## config.mk

```make
export PLATFORM = sky130hd
export DESIGN_NAME = bram_prefetch_reader_flat
export DESIGN_NICKNAME = d
export VERILOG_FILES = /design/src/rtl/bram_prefetch_reader_if.sv /design/src/rtl/bram_prefetch_reader.sv /design/src/flat_wrapper.sv
export SDC_FILE = /design/constraint.sdc
export NUM_CORES = 1
export LEC_CHECK = 0
export ABC_AREA = 1
export CAP_MARGIN = 0
export CORE_MARGIN = 3
export CORE_UTILIZATION = 40
export DETAILED_ROUTE_END_ITERATION = 10
export SYNTH_ARGS = -nofsm -noshare
export SYNTH_HDL_FRONTEND = slang
export SYNTH_SLANG_ARGS = --single-unit
```

## constraint.sdc

```tcl
create_clock -name clk -period 5 [get_ports clk]
set_clock_uncertainty 0.15 [all_clocks]
set_input_delay 0.5 -clock clk [delete_from_list [all_inputs] [get_ports clk]]
set_output_delay 0.5 -clock clk [all_outputs]
set_load 0.1 [all_outputs]
```

## src/rtl/bram_prefetch_reader_if.sv

```systemverilog
// Bus bundle between the prefetch reader, the BRAM FIFO controller and the op consumer.
// The master modport is the prefetch reader; the slave modport is its surroundings.
interface bram_prefetch_reader_if #(
    parameter int unsigned DATA_BITS = 64,
    parameter int unsigned DEPTH     = 4,
    parameter int unsigned LVL_BITS  = $clog2(DEPTH + 1)
);
    // BRAM FIFO controller side
    logic                 is_empty;
    logic                 bram_rdy;
    logic                 bram_done;
    logic [DATA_BITS-1:0] bram_data;
    logic                 bram_trigger;
    // Consumer side
    logic                 reader_rdy;
    logic                 reader_done;
    logic                 reader_trigger;
    logic [DATA_BITS-1:0] reader_data;
    // Status
    logic [LVL_BITS-1:0]  level;
    logic                 busy;

    modport master (
        input  is_empty, bram_rdy, bram_done, bram_data, reader_rdy, reader_done,
        output bram_trigger, reader_trigger, reader_data, level, busy
    );

    modport slave (
        output is_empty, bram_rdy, bram_done, bram_data, reader_rdy, reader_done,
        input  bram_trigger, reader_trigger, reader_data, level, busy
    );
endinterface

```

## src/rtl/bram_prefetch_reader.sv

```systemverilog
// Prefetching BRAM reader: keeps up to DEPTH words queued ahead of the op consumer so that
// BRAM read latency overlaps op execution. One fetch FSM fills the queue (one request in
// flight at most), one dispatch FSM hands words to the consumer. Supports a synchronous
// flush and exposes queue occupancy and a busy flag.
module bram_prefetch_reader #(
    parameter int unsigned DATA_BITS = 64,
    parameter int unsigned DEPTH     = 4
) (
    input  logic                   clk,
    input  logic                   reset,
    input  logic                   clk_en,
    input  logic                   flush,
    bram_prefetch_reader_if.master bus
);
    localparam int unsigned LVL_BITS = $clog2(DEPTH + 1);
    localparam int unsigned PTR_BITS = $clog2(DEPTH);

    typedef enum logic {FIdle, FWait} fetch_state_e;
    typedef enum logic {DIdle, DBusy} disp_state_e;

    logic [DATA_BITS-1:0] mem_q [DEPTH];
    logic [PTR_BITS-1:0]  wr_ptr_q, wr_ptr_d;
    logic [PTR_BITS-1:0]  rd_ptr_q, rd_ptr_d;
    logic [LVL_BITS-1:0]  level_q, level_d;
    fetch_state_e         f_state_q, f_state_d;
    disp_state_e          d_state_q, d_state_d;
    logic                 drop_q, drop_d;
    logic                 bram_trig_q, bram_trig_d;
    logic                 rdr_trig_q, rdr_trig_d;
    logic [DATA_BITS-1:0] rdr_data_q, rdr_data_d;
    logic                 push, pop;

    // Fetch FSM: issue a read when there is room, accept the returning word unless dropped.
    // One request in flight means level < DEPTH at request time guarantees room on return.
    always_comb begin
        f_state_d   = f_state_q;
        drop_d      = drop_q;
        bram_trig_d = 1'b0;
        push        = 1'b0;
        unique case (f_state_q)
            FIdle: begin
                if (!flush && !bus.is_empty && bus.bram_rdy &&
                    (level_q < LVL_BITS'(DEPTH))) begin
                    bram_trig_d = 1'b1;
                    f_state_d   = FWait;
                end
            end
            FWait: begin
                if (bus.bram_done) begin
                    // A flush in the same cycle also discards the returning word
                    push      = !drop_q && !flush;
                    drop_d    = 1'b0;
                    f_state_d = FIdle;
                end else if (flush) begin
                    drop_d = 1'b1;
                end
            end
        endcase
    end

    // Dispatch FSM: hand the queue head to an idle consumer, then wait for it to finish.
    always_comb begin
        d_state_d  = d_state_q;
        rdr_trig_d = 1'b0;
        rdr_data_d = rdr_data_q;
        pop        = 1'b0;
        unique case (d_state_q)
            DIdle: begin
                if ((level_q != '0) && bus.reader_rdy) begin
                    pop        = 1'b1;
                    rdr_data_d = mem_q[rd_ptr_q];
                    rdr_trig_d = 1'b1;
                    d_state_d  = DBusy;
                end
            end
            DBusy: begin
                if (bus.reader_done) begin
                    d_state_d = DIdle;
                end
            end
        endcase
    end

    // Queue pointers and occupancy; flush empties the queue regardless of push/pop.
    always_comb begin
        wr_ptr_d = push ? wr_ptr_q + PTR_BITS'(1) : wr_ptr_q;
        rd_ptr_d = pop  ? rd_ptr_q + PTR_BITS'(1) : rd_ptr_q;
        level_d  = level_q + LVL_BITS'(push) - LVL_BITS'(pop);
        if (flush) begin
            wr_ptr_d = '0;
            rd_ptr_d = '0;
            level_d  = '0;
        end
    end

    // State registers; everything, including trigger pulses, holds while clk_en is low.
    always_ff @(posedge clk or negedge reset) begin
        if (!reset) begin
            wr_ptr_q    <= '0;
            rd_ptr_q    <= '0;
            level_q     <= '0;
            f_state_q   <= FIdle;
            d_state_q   <= DIdle;
            drop_q      <= 1'b0;
            bram_trig_q <= 1'b0;
            rdr_trig_q  <= 1'b0;
            rdr_data_q  <= '0;
        end else if (clk_en) begin
            wr_ptr_q    <= wr_ptr_d;
            rd_ptr_q    <= rd_ptr_d;
            level_q     <= level_d;
            f_state_q   <= f_state_d;
            d_state_q   <= d_state_d;
            drop_q      <= drop_d;
            bram_trig_q <= bram_trig_d;
            rdr_trig_q  <= rdr_trig_d;
            rdr_data_q  <= rdr_data_d;
        end
    end

    // Queue storage; contents are don't-care until written, so no reset.
    always_ff @(posedge clk) begin
        if (clk_en && push) begin
            mem_q[wr_ptr_q] <= bus.bram_data;
        end
    end

    assign bus.bram_trigger   = bram_trig_q;
    assign bus.reader_trigger = rdr_trig_q;
    assign bus.reader_data    = rdr_data_q;
    assign bus.level          = level_q;
    assign bus.busy           = (f_state_q == FWait) || (level_q != '0) || (d_state_q == DBusy);
endmodule
```

## src/flat_wrapper.sv

```systemverilog
// flat-port wrapper written by rule: the top's interface ports become plain ports
module bram_prefetch_reader_flat 
#(
    parameter int unsigned DATA_BITS = 64,
    parameter int unsigned DEPTH     = 4
)
  (clk, reset, clk_en, flush, bus_is_empty, bus_bram_rdy, bus_bram_done, bus_bram_data, bus_reader_rdy, bus_reader_done, bus_bram_trigger, bus_reader_trigger, bus_reader_data, bus_level, bus_busy);
  bram_prefetch_reader_if #(.DATA_BITS(DATA_BITS), .DEPTH(DEPTH)) bus_i ();
  input  logic clk;
  input  logic reset;
  input  logic clk_en;
  input  logic flush;
  input wire logic [$bits(bus_i.is_empty)-1:0] bus_is_empty;
  input wire logic [$bits(bus_i.bram_rdy)-1:0] bus_bram_rdy;
  input wire logic [$bits(bus_i.bram_done)-1:0] bus_bram_done;
  input wire logic [$bits(bus_i.bram_data)-1:0] bus_bram_data;
  input wire logic [$bits(bus_i.reader_rdy)-1:0] bus_reader_rdy;
  input wire logic [$bits(bus_i.reader_done)-1:0] bus_reader_done;
  output wire logic [$bits(bus_i.bram_trigger)-1:0] bus_bram_trigger;
  output wire logic [$bits(bus_i.reader_trigger)-1:0] bus_reader_trigger;
  output wire logic [$bits(bus_i.reader_data)-1:0] bus_reader_data;
  output wire logic [$bits(bus_i.level)-1:0] bus_level;
  output wire logic [$bits(bus_i.busy)-1:0] bus_busy;
  assign bus_i.is_empty = bus_is_empty;
  assign bus_i.bram_rdy = bus_bram_rdy;
  assign bus_i.bram_done = bus_bram_done;
  assign bus_i.bram_data = bus_bram_data;
  assign bus_i.reader_rdy = bus_reader_rdy;
  assign bus_i.reader_done = bus_reader_done;
  assign bus_bram_trigger = bus_i.bram_trigger;
  assign bus_reader_trigger = bus_i.reader_trigger;
  assign bus_reader_data = bus_i.reader_data;
  assign bus_level = bus_i.level;
  assign bus_busy = bus_i.busy;
  bram_prefetch_reader #(.DATA_BITS(DATA_BITS), .DEPTH(DEPTH)) u_core (.clk(clk), .reset(reset), .clk_en(clk_en), .flush(flush), .bus(bus_i));
endmodule
```

Word-level counts from Yosys, hierarchy flattened
Memories as Yosys holds them, arrays and structs flattened. A register that Yosys moved wholly into a read port is not among the register bits. Cells that the tools add are included.

Add/subtract/negate cells: 4. Magnitude comparators: 1. Multiplexer cells: 19. Bitwise gates (word level): 2. Reduce and logical (&&, ||, !) cells: 20.

Operator list (number): 2-to-1 mux 1 bit (12); 2-to-1 mux 2 bit (4); logical AND 1 bit (6); AND reduction 3 bit (2); nonzero test 2 bit (3); adder 2 x 1 -> 2 bit, second input constant (2); logical NOT 1 bit (4); case mux 1 bit (2 select lines) (2); AND reduction 2 bit (2); adder 3 x 1 -> 3 bit (1); < comparator 3 bit, second input constant (1); 2-to-1 mux 3 bit (1); nonzero test 3 bit (1); subtractor 3 x 1 -> 3 bit (1); logical OR 1 bit (2); inverter 1 bit (2).

Bits in registers: 12. RAM bits: 256. Bits of input ports: 73. Logic and storage cells: 55. Memories: 1.

Memory list: u_core.mem_q (depth 4, width 64, read ports 1, clocked after Yosys merged registers in 1, write ports 1, line bram_prefetch_reader.sv:21) `logic [DATA_BITS-1:0] mem_q [DEPTH];`.

Depth between registers and ports, before layout
Word-level depth: 7. Gate-level depth with buffers: 13. Gate-level depth less buffers: 13.

Worst setup path after synthesis
OpenSTA, ideal clock, no wires.

Path type: input to register. Start point: in clk_en. End point: mem u_core.mem_q[0][0], enable pin. Library setup time: 0.487 ns. Arrival time: 3.650 ns. Data required time: 4.363 ns. Slack: 0.713 ns. Stages on the path: 3. Cell sequence: buf_2 -> nand4_1 -> nor2_1.

Word-level cells in the longest chain between the ends: 3.

RTL lines: from (decl) (line flat_wrapper.sv:11) `input logic clk_en;`; logical AND 1 bit (line bram_prefetch_reader.sv:123) `if (clk_en && push) begin`; 2-to-1 mux 1 bit (line bram_prefetch_reader.sv:123); 2-to-1 mux 1 bit (not written as such) (line bram_prefetch_reader.sv:124) `mem_q[wr_ptr_q] <= bus.bram_data;`; to (decl) (line bram_prefetch_reader.sv:21).

No other way between the ends.

Worst setup path in the final report
Start point: reg u_core.level_q[2], in the netlist u_core.bus.level[2]. End point: out bus_busy.

Word-level cells in the longest chain between the ends: 3.

RTL lines: from (decl) (line bram_prefetch_reader.sv:24) `logic [LVL_BITS-1:0] level_q, level_d;`; from (signal assigned) (line bram_prefetch_reader.sv:111) `level_q <= level_d;`; nonzero test 3 bit (line bram_prefetch_reader.sv:132) `assign bus.busy = (f_state_q == FWait) || (level_q != '0) || (d_state_q == DBusy);`; logical OR 1 bit (2 in series) (line bram_prefetch_reader.sv:132); to (decl) (line flat_wrapper.sv:23) `output wire logic [$bits(bus_i.busy)-1:0] bus_busy;`.

No other way between the ends.

==> impl_results.md <==
* Number of buffers created by CTS at 35
* Synthesized netlist cell count at 1305
* Average footprint of a synthesized cell at 10.44 sq um
* Antenna diode count at 0
* Predominant post-synthesis flop cell: edfxtp_1
* EDFF count, synth at 256
* Relative contribution of sequential cells to total power at 35.2%
* Sw Ratio at 43.22%
* Area of the multi-input gates at 0.003108 sq mm
* Clock root buffer master: clkbuf_16
* Leading area contributor after synthesis: edfxtp_1
* Worst-skew pair later-pin latency at 0.50 ns
* Tightest slew margin relative to the limit at 31.00%
* Met2 WL at 13710 microns
* Portion of the post-synthesis area used by sequential elements at 70.39%
* Start point of the worst min-delay path: u_core.bus.reader_data[8]
* HP Class: reg -> reg
* Tmin final at 3.128 ns
* Wirelength, routed at 29260 microns
* Effective utilization at floorplan at 41.24%
* Worst reg2reg startpoint: u_core.rd_ptr_q[0]
* Die outline width at 190.5 microns
* Final setup violation count at 0
* Pin count of the biggest net entering global routing at 96
* Proportion of register bits with asynchronous set or reset after synthesis at 22.89%
* F_max at 319.7 MHz
* Final Hold Vio Count at 0
* Ratio of cells with drive above 1 in the final layout at 4.976%
* Remaining Overflow, GRT at 0
* Combined flip-flop and latch cell area at 0.009597 sq mm
* Final weighted congestion in routability-driven placement at 0.7696
* Area share of the leading cell type in the synthesized netlist at 56.43%
* Critical setup path kind: reg -> out
* Iteration-0 DRC Markers at 510
* Antenna violations before repair at 0
* CP Cell Sequence: nor2_1 -> nand2_2 -> or3_1 -> clkdlybuf4s50_1
* H-tree depth at 2
* Standby leakage power at 7.275 nW
* Slowest stage cell on the critical path: clkdlybuf4s50_1
* Synthesis-to-finish area growth at 20.98%
* Worst-Margin Slew at 1.032 ns
* DR pass1 iterations at 4
* Dominant cells by area after synthesis: edfxtp_1 (56%), nand2_1 (18%), dfrtp_1 (14%), inv_1 (4.1%), nand3_1 (2.6%)
* Path depth of the worst reg2reg path at 8
* Via count of the first global-routing pass at 8749
* RSZ-0062 raised after global routing: false
* Cell Pwr Density at 609.9 mW/mm^2
* DRT antenna net count at 0
* DIE AREA at 0.03631 sq mm
* Unique cell type count in the Yosys netlist at 25
* Core Area at 0.03303 sq mm
* Portion of total power attributed to combinational logic at 39.9%
* Reg-to-reg slack, setup at 2.26 ns
* Via density per instance at 4.578
* FF+latch count, synth at 332
* Relative contribution of the clock network to total power at 24.9%
* Fraction of the cycle the final worst path needs at 62.57%
* Worst-path clk slew at 0.06 ns
* GR Util All Layers at 16.48%
* Maximum number of buffers from clock root to sink at 3
* DRC at 0
* MaxCap Viol Count at 0
* Top fanout value on the critical path at 5
* Number of buffers added on ports at 142
* First-pass GRT wire length at 47500 microns
* Setup crit start kind: register
* Clock Sinks at 332
* Synthesized netlist net count at 1385
* Met3 wire length at 1077 microns
* Total Negative Setup Slacks at 0 ns
* Site Rows at 66
* Netlist Area Pre-Place at 0.01362 sq mm
* Hold-critical path endpoint: u_core.bus.reader_data[8]
* Sum of net half-perimeters after detailed placement at 17260 microns
* Routed length on met1 at 13850 microns
* Die height at 190.5 microns
* Run status: finished, final reports clean
* Routed vias at 8739
* Worst r2r dst: u_core.bus.reader_data[58]
* CP arrival at 2.48 ns
* Fillcell total at 2980
* Yosys warnings at 0
* Hold slack final at 0.3231 ns
* IO Pins at 143
* P_sw at 4.344 mW
* Net count, final at 1521
* Max Used Layer: met4
* CTS tree: built
* Max stage delay on crit path at 0.97 ns
* Design internal power at 5.707 mW
* Required time worst endpoint at 4.35 ns
* Cell count of the worst hold path at 2
* WL per Instance at 15.33 microns
* Final number of max-transition violations at 0
* Endpoint kind of the worst setup timing path: primary output
* Maximum vdd drop at 0.4228 mV
## layer usage
| layer | track usage (%) | vias up |
|---|---|---|
| met4 | 4.431 | 0 |
| met1 | 22.93 | 4141 |
| met5 | 0 | - |
| li1 | - | 4378 |
| met2 | 27.29 | 171 |
| met3 | 2.445 | 49 |
## through the flow
| step | instance area [sq um] | power [mW] | std cells | util, % | setup slack, ns |
|---|---|---|---|---|---|
| 3_5_place_dp | 15360 | 7.633 | 1845 | 46.49 | 1.470 |
| 5_1_grt | 16480 | 10.59 | 1909 | 49.89 | 1.783 |
| 6_report | 16480 | 10.05 | 1909 | 49.89 | 1.872 |
| 2_1_floorplan | 13620 | 6.734 | 1305 | - | 0.7130 |
| 4_1_cts | 16480 | 10.17 | 1909 | 49.89 | 1.838 |
| 3_3_place_gp | 15360 | 7.604 | 1845 | 46.49 | 1.501 |
## synth_stat cells, types with 2 or more instances
library cell / number
buf_1: 2
buf_2: 23
buf_4: 10
buf_6: 13
clkbuf_1: 7
dfrtp_1: 76
edfxtp_1: 256
ha_1: 6
inv_1: 147
inv_2: 2
nand2_1: 667
nand3_1: 71
nand4_1: 2
nor2_1: 10
o21ai_0: 3
## cell usage in the layout (no fill, tap or decap)
master	count
nand2_1	667
edfxtp_1	256
inv_1	147
clkdlybuf4s50_1	141
dfrtp_1	74
nand3_1	71
clkbuf_16	37
buf_4	11
clkinv_1	8
clkbuf_1	7
nor2_1	6
ha_1	6
clkinv_2	6
nor2_4	4
o21ai_0	3
clkbuf_8	3
nand4_1	2
inv_2	2
bufinv_16	2
buf_12	2
dfrtp_4	2
nand2_2	1
nor2_2	1
or3_1	1
nand3_4	1
inv_4	1
xnor2_1	1
o22ai_1	1
o211ai_1	1
fa_1	1
dlygate4sd3_1	1
## worst max-delay path, delay by kind of cell (launching register included)
kind          cells  cell delay (ns)
simple gates      3             0.58
flops             1             0.43
buf+inv           1             0.97
## sequential cells by signal (all words and copies together), names as in the netlist
register	cells
u_core.mem_q	256
u_core.d_state_q	1
u_core.drop_q	1
u_core.bus.bram_trigger	1
u_core.rd_ptr_q	2
u_core.bus.level	3
u_core.bus.reader_data	64
u_core.bus.reader_trigger	1
u_core.wr_ptr_q	2
u_core.f_state_q	1
## power by group through the flow
stage	logic [mW]	clock network, mW	registers [mW]
global placement	4.01	0	3.60
detailed placement	4.04	0	3.59
CTS	4.05	2.57	3.55
floorplan	1.48	0	5.26
finish	4.01	2.51	3.54
global route	4.33	2.68	3.58
## worst max-delay path by stage
stage                        start                  end  slack (ns)  depth (start not counted)
2_1_floorplan               clk_en   u_core.mem_q[0][0]        0.71                          3
3_3_place_gp                clk_en  u_core.mem_q[0][23]        1.50                          4
3_5_place_dp                clk_en  u_core.mem_q[0][32]        1.47                          4
4_1_cts        u_core.bus.level[2]             bus_busy        1.84                          4
5_1_grt        u_core.bus.level[1]             bus_busy        1.78                          4
6_report       u_core.bus.level[2]             bus_busy        1.87                          4
## area by class of cell
class                           instances  share of cell area, %
Clock inverter                         16                 0.7288
Clock buffer                           47                  6.028
Tap cell                              442                  3.356
Inverter                              150                  3.432
Timing Repair Buffer                  155                  9.368
Multi-Input combinational cell        767                  18.86
Sequential cell                       332                  58.23
## cells by family (layout without fill, tap and decap cells)
group	Yosys count	in the layout	synth area share [%]
simple gates	754	754	21.62
flops	332	332	70.39
buf+inv	206	368	7.017
fa+ha+maj	7	7	0.6980
compound gates	5	5	0.2113
xor+xnor	1	1	0.06430
## what timing repair did
action	in CTS	in global routing
gates resized for setup	0	0
hold buffers	1	0
setup buffers	0	0
endpoints found under the setup margin	0	0
endpoints found under the hold margin	31	0
Note: power is estimated with default switching activity, not from simulation.
